$ cat src/rtl/mem_load_arbiter.sv
// mem_load_arbiter: shares the program/data RAM between the CPU datapath and
// an external byte-stream loader. A load halts the CPU at an instruction
// boundary and streams bytes into RAM from a base address with auto-increment.
// It then hands the RAM back and pulses a CPU restart.
module mem_load_arbiter #(
  parameter int ADDR_W       = 8,
  parameter int DATA_W       = 8,
  parameter int HALT_TIMEOUT = 16
) (
  input  logic              clk,
  input  logic              rst,
  // CPU side
  input  logic [ADDR_W-1:0] cpu_mem_addr,
  input  logic [DATA_W-1:0] cpu_mem_din,
  input  logic              cpu_mem_we,
  output logic [DATA_W-1:0] cpu_mem_dout,
  input  logic              cpu_at_boundary,
  output logic              cpu_halt,
  output logic              cpu_restart,
  // Loader side
  input  logic              ld_start,
  input  logic [ADDR_W-1:0] ld_base,
  input  logic              ld_valid,
  input  logic [DATA_W-1:0] ld_data,
  input  logic              ld_last,
  output logic              ld_ready,
  output logic              ld_busy,
  output logic [ADDR_W:0]   ld_count,
  output logic              err_timeout,
  output logic              err_overflow,
  // RAM macro side (asynchronous read)
  output logic [ADDR_W-1:0] ram_addr,
  output logic [DATA_W-1:0] ram_din,
  output logic              ram_we,
  input  logic [DATA_W-1:0] ram_dout
);

  localparam int TIMER_W = (HALT_TIMEOUT > 1) ? $clog2(HALT_TIMEOUT) : 1;
  localparam logic [TIMER_W-1:0] TIMER_MAX  = TIMER_W'(HALT_TIMEOUT - 1);
  // ld_count value just before the beat that fills the whole RAM
  localparam logic [ADDR_W:0]    COUNT_FULL = {1'b0, {ADDR_W{1'b1}}};

  typedef enum logic [1:0] {
    S_IDLE,
    S_HALT_WAIT,
    S_LOAD,
    S_RESTART
  } state_e;

  state_e              state_q, state_d;
  logic [ADDR_W-1:0]   addr_q, addr_d;
  logic [TIMER_W-1:0]  timer_q, timer_d;
  logic [ADDR_W:0]     count_q, count_d;
  logic                err_timeout_q, err_timeout_d;
  logic                err_overflow_q, err_overflow_d;

  // Next-state and counter update for the load sequencer
  always_comb begin
    // NOTE: every signal gets a hold default first so no path leaves it unassigned (no latches).
    state_d        = state_q;
    addr_d         = addr_q;
    timer_d        = timer_q;
    count_d        = count_q;
    err_timeout_d  = err_timeout_q;
    err_overflow_d = err_overflow_q;

    unique case (state_q)
      S_IDLE: begin
        if (ld_start) begin
          addr_d         = ld_base;
          count_d        = '0;
          timer_d        = '0;
          err_timeout_d  = 1'b0;
          err_overflow_d = 1'b0;
          state_d        = S_HALT_WAIT;
        end
      end

      S_HALT_WAIT: begin
        if (cpu_at_boundary) begin
          state_d = S_LOAD;
        end else if (timer_q == TIMER_MAX) begin
          // CPU never reached a boundary: give up without touching RAM
          err_timeout_d = 1'b1;
          state_d       = S_IDLE;
        end else begin
          timer_d = timer_q + 1'b1;
        end
      end

      S_LOAD: begin
        if (ld_valid) begin
          addr_d  = addr_q + 1'b1;  // wraps naturally at 2**ADDR_W
          count_d = count_q + 1'b1;
          if (ld_last) begin
            state_d = S_RESTART;
          end else if (count_q == COUNT_FULL) begin
            // This beat filled every location; stop before overwriting
            err_overflow_d = 1'b1;
            state_d        = S_RESTART;
          end
        end
      end

      S_RESTART: state_d = S_IDLE;

      default: state_d = S_IDLE;
    endcase
  end

  // State and counter registers with synchronous reset
  always_ff @(posedge clk) begin
    // NOTE: sequential state uses non-blocking assignments so all registers update together.
    if (rst) begin
      state_q        <= S_IDLE;
      addr_q         <= '0;
      timer_q        <= '0;
      count_q        <= '0;
      err_timeout_q  <= 1'b0;
      err_overflow_q <= 1'b0;
    end else begin
      state_q        <= state_d;
      addr_q         <= addr_d;
      timer_q        <= timer_d;
      count_q        <= count_d;
      err_timeout_q  <= err_timeout_d;
      err_overflow_q <= err_overflow_d;
    end
  end

  // Output decode: the RAM mux is combinational so the CPU sees no added latency
  assign ld_busy      = (state_q != S_IDLE);
  assign cpu_halt     = (state_q != S_IDLE);
  assign cpu_restart  = (state_q == S_RESTART);
  assign ld_ready     = (state_q == S_LOAD);
  assign ld_count     = count_q;
  assign err_timeout  = err_timeout_q;
  assign err_overflow = err_overflow_q;

  assign ram_addr     = (state_q == S_LOAD) ? addr_q  : cpu_mem_addr;
  assign ram_din      = (state_q == S_LOAD) ? ld_data : cpu_mem_din;
  // CPU strobes outside IDLE are dropped, not deferred
  assign ram_we       = (state_q == S_IDLE) ? cpu_mem_we :
                        (state_q == S_LOAD) ? ld_valid   : 1'b0;
  assign cpu_mem_dout = (state_q == S_LOAD) ? '0 : ram_dout;

endmodule

$ cat config.mk
export PLATFORM = sky130hd
export DESIGN_NAME = mem_load_arbiter
export DESIGN_NICKNAME = d
export VERILOG_FILES = /design/src/rtl/mem_load_arbiter.sv
export SDC_FILE = /design/constraint.sdc
export NUM_CORES = 1
export LEC_CHECK = 0
export CAP_MARGIN = 15
export CELL_PAD_IN_SITES_DETAIL_PLACEMENT = 0
export CELL_PAD_IN_SITES_GLOBAL_PLACEMENT = 1
export CORE_ASPECT_RATIO = 2
export CORE_MARGIN = 2
export CORE_UTILIZATION = 28
export DETAILED_ROUTE_END_ITERATION = 8
export PLACE_DENSITY = 0.88
export REMOVE_ABC_BUFFERS = 1
export SLEW_MARGIN = 0
export SYNTH_ARGS = -nofsm -noshare
export SYNTH_HDL_FRONTEND = slang
export SYNTH_SLANG_ARGS = --single-unit
$ cat constraint.sdc
create_clock -name clk -period 3 [get_ports clk]
set_clock_uncertainty 0.05 [all_clocks]
set_input_delay 0.45 -clock clk [delete_from_list [all_inputs] [get_ports clk]]
set_output_delay 0.45 -clock clk [all_outputs]
set_load 0.02 [all_outputs]
==> results.md, run 1 <==
* VDD IR-drop max at 0.000309 V
* Number of global-route vias before repair at 1847
* Total setup buffers inserted after CTS at 0
* Max Clock Freq at 0.398 GHz
* CP max FO at 14
* Starting Density at 28.9%
* Area of the multi-input gates at 1040 um2
* Avg Inst Size Synth at 6.92 um2
* Setup ws final at 0.490 ns
* Share of cells above drive strength 1 at 4.11%
* Clock Latency Late Sink at 0.26 ns
* Fin crit period at 2.51 ns
* Drt via density at 5.08
* Fin. Hold Viols at 0
* Final setup TNS at 0 ns
* Starting DRC count in detailed routing at 80
* Synth Instances at 236
* Sequential Area at 500 um2
* Worst EP required at 2.50 ns
* Async set-reset flop share out of synthesis at 0%
* Most frequent cells in the layout: clkdlybuf4s50_1 (86), nand2_1 (61), dfxtp_1 (25), a21oi_1 (17), nor2_1 (16)
* Area grow syn2layout at 60.1%
* Pin count of the biggest net entering global routing at 37
* Unique masters post-synth at 43
* Period utilization at 83.7%
* Total global routing overflow at 0
* Diode count at 0
* Max-slew violations at 0
* Dpl cells at 373
* Die height at 112 um
* Core ar. at 5660 um2
* DP HPWL at 3870 um
* Post-synthesis cell area at 1630 um2
* Maxcap violations at 0
* Antenna Nets Post-Route at 0
* # setup viols final at 0
* First-pass GRT wire length at 8490 um
* Total power at 0.971 mW
* RePlAce Congestion at 0.821
* Die area at 6500 um2
* Post-synth EDFFs at 0
* Count of state elements after synthesis at 25
* Final core utilization at 46.2%
* TritonCTS clock tree: built
* Most common cell after layout, fill and taps aside: clkdlybuf4s50_1
* Final wirelength at 5110 um
* Least-Margin Pin Slew at 0.626 ns
* Clk sinks at 25
* Number of detailed-route iterations in the first pass at 4
* Critical path data arrival time at 2.01 ns
* Setup CP Type: reg -> out
* Pwr dens at 371 nW/um2
* Die X at 58.0 um
* Outcome: complete, no violations
* Clock root buffer master: clkbuf_16
* Setup crit start kind: flop
* HP Start: err_timeout
* Slew margin rel. at 58.2%
* Worst-case clock buffer depth at 2
* H-tree Lvls at 1
* Fill cells at 601
* WL/cell at 13.6 um
* Main synth FF type: dfxtp_1
* Inserted Clock Buffers at 3
* Min-delay worst type: reg -> reg
* DRC Markers at 0
* Static leakage at 0.993 nW
* Seq/Total Area, Yosys at 30.6%
* Total track usage at 16.1%
* Fin cells at 377
* PostCTS Resize Cnt at 0
* Yosys warns at 0
* Clock-pin slew on the worst setup and hold paths at 0.06 ns
* Post-CTS Hold Buffers at 0
* DR vias at 1914
* Net count, final at 368
* Std cell rows at 39
* Place WS at 0.509 ns
* Initial antenna violation count at 0
* CP endpoint kind: output port
* Port Buf Inserts at 86
* RSZ-0062 raised after global routing: false
* I/O pins at 87
==> report_power, final <==
group | switching, mW | internal [mW]
registers | 0.0157 | 0.348
clock network | 0.119 | 0.182
logic | 0.148 | 0.159
==> cell usage after synthesis, types with 6 or more instances <==
cell | number | area (um2)
a21oi_1 | 17 | 85.1
and2_1 | 12 | 75.1
dfxtp_1 | 25 | 500
nor2_1 | 16 | 60.1
clkbuf_1 | 6 | 22.5
nand3_1 | 8 | 40.0
xnor2_1 | 6 | 52.6
o21ai_0 | 9 | 45.0
nand2b_1 | 6 | 37.5
nand2_1 | 61 | 229
nor3_1 | 6 | 30.0
inv_1 | 6 | 22.5
==> final cells by class <==
| class | count | share of cell area, % |
|---|---|---|
| clock buffers | 4 | 3.01 |
| repair buffers | 91 | 34.3 |
| well taps | 61 | 2.92 |
| inverters | 6 | 0.861 |
| flip-flops and latches | 25 | 19.1 |
| multi-input cells | 190 | 39.7 |
==> through the flow <==
step | hold slack [ns] | instance area, um2
after floorplan | 0.390 | 1560
after global placement | 0.399 | 2540
after detailed placement | 0.411 | 2540
after CTS | 0.431 | 2620
after global routing | 0.475 | 2620
final | 0.427 | 2620
==> worst paths after layout <==
path | endpoint | slack [ns] | cells after the start
worst max-delay path | ram_addr[3] | 0.49 | 6
worst min-delay path | err_timeout | 0.43 | 2
worst max register to register | addr_q[5] | 0.95 | 5
worst min register to register | err_timeout | 0.43 | 2
==> cell families after synthesis <==
kind of cell | count (synthesis) | share of synthesized area, %
buf+inv | 21 | 5.74
mux | 2 | 1.53
flops | 25 | 30.6
fa+ha+maj | 4 | 3.06
simple gates | 135 | 39.8
compound gates | 43 | 16.0
xor+xnor | 6 | 3.22
==> per-layer routing <==
layer	wire, um	vias to the layer above	global-route usage, %
met4	153	0	7.44
li1	-	964	-
met5	0	-	0
met1	1950	870	17.7
met2	2720	69	29.5
met3	290	11	1.96
==> registers in the layout, summed over array words and instances (netlist names), named ones only <==
name          cells
addr_q            8
err_overflow      1
err_timeout       1
ld_count          9
state_q           1
timer_q           4
==> worst max-delay path: stages, from the launching register on <==
cell and delay, ns:
dfxtp_1 0.37, nand2b_1 0.10, inv_1 0.28, buf_4 0.27, nand2_1 0.07, nand2_1 0.07
clkdlybuf4s50_1 0.59
(Power assumes the default switching activity.)
==> run 2, diff against run 1 <==
- CORE_UTILIZATION: 28 -> 26
- PLACE_DENSITY: 0.88 -> 0.83
- clock period: 3 -> 2.4 ns (I/O delays scaled with it)
==> results.md, run 2 (synthesized netlist as in run 1, its figures left out) <==
* Slew margin rel. at 62.1% (was 58.2%)
* Clock Power Share at 30.6% (was 31.0%)
* DRC Markers at 0 (unchanged)
* Hold EP: err_timeout (unchanged)
* Starting DRC count in detailed routing at 52 (was 80)
* Min-delay worst type: reg -> reg (unchanged)
* Worst EP required at 1.99 ns (was 2.50 ns)
* Most frequent cells in the layout: clkdlybuf4s50_1 (86), nand2_1 (61), dfxtp_1 (25), a21oi_1 (17), nor2_1 (16) (unchanged)
* Diode count at 0 (unchanged)
* Post-CTS Hold Buffers at 0 (unchanged)
* Die area at 6970 um2 (was 6500 um2)
* Fin cells at 405 (was 377)
* Sw power at 0.356 mW (was 0.282 mW)
* Total track usage at 14.4% (was 16.1%)
* CP max stage cell: clkdlybuf4s50_1 (unchanged)
* RSZ-0062 raised after global routing: false (unchanged)
* Number of global-route vias before repair at 1785 (was 1847)
* Crit-path leading delay family: buffers and inverters (unchanged)
* R2r setup slk at 0.61 ns (was 0.95 ns)
* Fin crit period at 2.25 ns
* Port Buf Inserts at 86 (unchanged)
* Critical Path Max Stage Delay at 0.61 ns (was 0.59 ns)
* Worst path bufs/invs at 3 (unchanged)
* Fill cells at 624 (was 601)
* I/O pins at 87 (unchanged)
* Least-Margin Pin Slew at 0.567 ns (was 0.626 ns)
* Pin count of the biggest net entering global routing at 26 (was 37)
* Setup CP Type: reg -> out (unchanged)
* Clock root buffer master: clkbuf_16 (unchanged)
* Std cell rows at 40 (was 39)
* Net count, final at 373 (was 368)
* VDD IR-drop max at 0.000358 V (was 0.000309 V)
* Sw Share at 29.2% (was 29.1%)
* Initial antenna violation count at 0 (unchanged)
* Fin. Hold Viols at 0 (unchanged)
* RR Endpoint: addr_q[5] (unchanged)
* Antenna Nets Post-Route at 0 (unchanged)
* Dpl cells at 401 (was 373)
* Share of cells above drive strength 1 at 5.92% (was 4.11%)
* Largest register FFs at 9 (unchanged)
* TritonCTS clock tree: built (unchanged)
* HP Start: err_timeout (unchanged)
* Static leakage at 1.02 nW (was 0.993 nW)
* # setup viols final at 0 (unchanged)
* CP endpoint kind: output port (unchanged)
* Pint at 0.865 mW (was 0.689 mW)
* Drt via density at 4.79 (was 5.08)
* Total setup buffers inserted after CTS at 0 (unchanged)
* WL/cell at 12.9 um (was 13.6 um)
* Max Clock Freq at 0.444 GHz
* Inserted Clock Buffers at 3 (unchanged)
* Final wirelength at 5240 um (was 5110 um)
* Area grow syn2layout at 64.2% (was 60.1%)
* RePlAce Congestion at 0.827 (was 0.821)
* Critical path data arrival time at 1.84 ns (was 2.01 ns)
* Starting Density at 27.0% (was 28.9%)
* Clk sinks at 25 (unchanged)
* DR vias at 1940 (was 1914)
* Clock Latency Late Sink at 0.26 ns (about the same)
* Clock-pin slew on the worst setup and hold paths at 0.06 ns (about the same)
* Cell area after layout at 2680 um2 (was 2620 um2)
* Core ar. at 6060 um2 (was 5660 um2)
* CP dominant cell by count: nand2_1 (unchanged)
* First-pass GRT wire length at 7970 um (was 8490 um)
* Max-slew violations at 0 (unchanged)
* Maxcap violations at 0 (unchanged)
* Most common cell after layout, fill and taps aside: clkdlybuf4s50_1 (unchanged)
* PostCTS Resize Cnt at 0 (unchanged)
* Die X at 60.1 um (was 58.0 um)
* DP HPWL at 4000 um (was 3870 um)
* H-tree Lvls at 1 (unchanged)
* Total global routing overflow at 0 (unchanged)
* DP Area at 2600 um2 (was 2540 um2)
* CP max FO at 24 (was 14)
* FF-to-FF path depth at 6 (was 5)
* Sequential share of power at 37.2% (was 37.4%)
* Combinational Power Share at 32.2% (was 31.6%)
* Pwr dens at 455 nW/um2 (was 371 nW/um2)
* Outcome: complete, no violations (unchanged)
* Critical-path cell list: nand2b_1 -> inv_1 -> buf_4 -> nand2_1 -> nand2_1 -> clkdlybuf4s50_1 (unchanged)
* Number of detailed-route iterations in the first pass at 4 (unchanged)
* Setup crit start kind: flop (unchanged)
* WHS Path Cells at 2 (unchanged)
* Die height at 116 um (was 112 um)
* Period utilization at 93.9%
* Worst-case clock buffer depth at 2 (unchanged)
[run 2: layout make-up]
type | instances | area [um2] | share of cell area (%)
clock inverter | 1 | 5.00 | 0.186
sequential | 25 | 500 | 18.6
multi-input combinational | 190 | 1040 | 38.7
clock buffer | 3 | 75.1 | 2.80
inverter | 6 | 22.5 | 0.839
timing repair buffer | 96 | 936 | 34.9
tap | 84 | 105 | 3.92
[run 2: power groups by stage]
stage | clock network [mW] | logic (mW) | registers (mW)
2_1_floorplan | 0 | 0.170 | 0.470
6_report | 0.373 | 0.393 | 0.455
4_1_cts | 0.381 | 0.398 | 0.455
3_5_place_dp | 0 | 0.395 | 0.464
3_3_place_gp | 0 | 0.392 | 0.463
5_1_grt | 0.401 | 0.426 | 0.459
[run 2: worst max path at each step]
stage / startpoint / end / cells after the start
floorplan: state_q[0] / ram_addr[0] / 4
global placement: ld_valid / ram_we / 4
detailed placement: ld_valid / ram_we / 4
CTS: state_q[0] / ram_addr[0] / 6
global route: state_q[0] / ram_addr[0] / 6
finish: state_q[0] / ram_addr[0] / 6
[run 2: worst reg2reg max path: stages, from the launching register on]
cell	delay, ns
dfxtp_1	0.35
buf_4	0.20
mux2i_2	0.50
or2_0	0.17
buf_4	0.15
nor4_1	0.06
nor4_1	0.22
[run 2: through the flow]
stage / setup WS (ns) / util (%) / setup TNS (ns) / hold slack, ns / power (mW)
detailed placement: 0.206 / 43.0 / 0 / 0.414 / 0.860
global route: 0.0198 / 44.3 / 0 / 0.460 / 1.29
global placement: 0.207 / 43.0 / 0 / 0.406 / 0.855
floorplan: -0.183 / - / -3.10 / 0.379 / 0.640
CTS: 0.102 / 44.3 / 0 / 0.434 / 1.23
finish: 0.146 / 44.3 / 0 / 0.427 / 1.22
[run 2: per-layer routing]
layer | GRT usage (%) | share of wire (%) | vias to the layer above
met3 | 1.77 | 6.2 | 6
met4 | 5.48 | 1.5 | 0
met1 | 15.8 | 41 | 881
met2 | 27.0 | 52 | 79
li1 | - | - | 974
met5 | 0 | 0 | -
==> run 3, diff against run 2 <==
- CORE_UTILIZATION: 26 -> 28
- PLACE_DENSITY: 0.83 -> 0.88
- clock period: 2.4 -> 2.7 ns (I/O delays scaled with it)
==> results.md, run 3 (synthesized netlist as in run 1, its figures left out) <==
* WHS at 0.425 ns (was 0.427 ns)
* Clock Latency Late Sink at 0.26 ns (about the same)
* Net count, final at 370 (was 373)
* Most frequent cells in the layout: clkdlybuf4s50_1 (86), nand2_1 (61), dfxtp_1 (25), a21oi_1 (17), nor2_1 (16) (unchanged)
* Starting DRC count in detailed routing at 79 (was 52)
* Post-CTS Hold Buffers at 0 (unchanged)
* Diode count at 0 (unchanged)
* Met1 WL at 1950 um (was 2140 um)
* Setup CP Type: reg -> out (unchanged)
* Period utilization at 89.9%
* Critical-path cell list: nand2b_1 -> inv_1 -> nand2_1 -> nand2_1 -> clkdlybuf4s50_1 (was nand2b_1 -> inv_1 -> buf_4 -> nand2_1 -> nand2_1 -> clkdlybuf4s50_1)
* Pin count of the biggest net entering global routing at 37 (was 26)
* Number of detailed-route iterations in the first pass at 4 (unchanged)
* Met3 WL at 277 um (was 325 um)
* WL/cell at 13.3 um (was 12.9 um)
* Static leakage at 1.00 nW (was 1.02 nW)
* Setup crit start kind: flop (unchanged)
* Std cell rows at 39 (was 40)
* Clk sinks at 25 (unchanged)
* CP dominant cell by count: nand2_1 (unchanged)
* Antenna Nets Post-Route at 0 (unchanged)
* Most common cell after layout, fill and taps aside: clkdlybuf4s50_1 (unchanged)
* Worst-case clock buffer depth at 2 (unchanged)
* Fin. Hold Viols at 0 (unchanged)
* DP HPWL at 3890 um (was 4000 um)
* DR top layer: met4 (unchanged)
* Largest register FFs at 9 (unchanged)
* Final setup TNS at 0 ns (unchanged)
* Critical Path Max Stage Delay at 0.60 ns (was 0.61 ns)
* Fill cells at 571 (was 624)
* RSZ-0062 raised after global routing: false (unchanged)
* Sequential Area at 500 um2 (unchanged)
* Crit-path leading delay family: buffers and inverters (unchanged)
* PostCTS Resize Cnt at 0 (unchanged)
* Total global routing overflow at 0 (unchanged)
* Met2 Routed Length at 2760 um (was 2700 um)
* CP max FO at 20 (was 24)
* Critical path data arrival time at 1.97 ns (was 1.84 ns)
* Total track usage at 15.7% (was 14.4%)
* Max-slew violations at 0 (unchanged)
* Final wirelength at 5040 um (was 5240 um)
* Share of cells above drive strength 1 at 4.72% (was 5.92%)
* Cell area after layout at 2630 um2 (was 2680 um2)
* First-pass GRT wire length at 8190 um (was 7970 um)
* Pwr dens at 410 nW/um2 (was 455 nW/um2)
* Die X at 58.0 um (was 60.1 um)
* CP endpoint kind: output port (unchanged)
* TritonCTS clock tree: built (unchanged)
* Outcome: complete, no violations (unchanged)
* R2r setup slk at 0.71 ns (was 0.61 ns)
* Port Buf Inserts at 86 (unchanged)
* Maxcap violations at 0 (unchanged)
* RePlAce Congestion at 0.784 (was 0.827)
* Least-Margin Pin Slew at 0.595 ns (was 0.567 ns)
* I/O pins at 87 (unchanged)
* DR vias at 1905 (was 1940)
* Total setup buffers inserted after CTS at 0 (unchanged)
* CP max stage cell: clkdlybuf4s50_1 (unchanged)
* Worst path bufs/invs at 2 (was 3)
* Max Clock Freq at 0.412 GHz
* Slew margin rel. at 60.3% (was 62.1%)
* Area of the multi-input gates at 1040 um2 (unchanged)
* Number of global-route vias before repair at 1835 (was 1785)
* Worst EP required at 2.25 ns (was 1.99 ns)
* Fin crit period at 2.43 ns
* Min-delay worst type: reg -> reg (unchanged)
* Area grow syn2layout at 61.0% (was 64.2%)
* Die area at 6500 um2 (was 6970 um2)
* Initial antenna violation count at 0 (unchanged)
* Clock root buffer master: clkbuf_16 (unchanged)
* Starting Density at 28.9% (was 27.0%)
* DRC Markers at 0 (unchanged)
* Clock-pin slew on the worst setup and hold paths at 0.06 ns (about the same)
* Drt via density at 5.03 (was 4.79)
* VDD IR-drop max at 0.000324 V (was 0.000358 V)
* Core ar. at 5660 um2 (was 6060 um2)
* # setup viols final at 0 (unchanged)
* DP Area at 2550 um2 (was 2600 um2)
* H-tree Lvls at 1 (unchanged)
* Die height at 112 um (was 116 um)
* Inserted Clock Buffers at 3 (unchanged)
## run 3: worst register-to-register path, cell delays in order (launching register included)
cell and delay (ns):
dfxtp_1 0.34, buf_4 0.25, mux2i_2 0.49, or2_0 0.44, nor4_1 0.11, nor4_1 0.22
## run 3: report_power, final
group	internal, mW	switching [mW]
Clock	0.202	0.129
Sequential	0.386	0.0180
Combinational	0.178	0.164
## run 3: per-stage QoR
stage               power, mW  std cells  util [%]  worst slack [ns]
global placement        0.753        375      45.1             0.396
finish                   1.08        379      46.5             0.273
floorplan               0.569        221         -            0.0725
global route             1.13        379      46.5            0.0847
CTS                      1.09        379      46.5             0.239
detailed placement      0.757        375      45.1             0.328
## run 3: metal layers
| metal | GRT usage, % | vias up |
|---|---|---|
| met3 | 1.96 | 2 |
| met4 | 6.05 | 0 |
| met1 | 16.7 | 873 |
| li1 | - | 970 |
| met2 | 29.8 | 60 |
| met5 | 0 | - |
## run 3: final timing paths
check / startpoint / to / depth (start not counted)
setup / recovery: state_q[0] / ram_din[6] / 5
hold / removal: addr_q[7] / addr_q[7] / 1
setup reg to reg: flop / addr_q[5] / 5
hold reg to reg: addr_q[7] / addr_q[7] / 1
## run 3: layout make-up
| class | instances | share of cell area (%) |
|---|---|---|
| multi-input cells | 190 | 39.5 |
| repair buffers | 93 | 34.7 |
| flip-flops and latches | 25 | 19.0 |
| clock buffers | 4 | 3.00 |
| well taps | 61 | 2.90 |
| inverters | 6 | 0.856 |
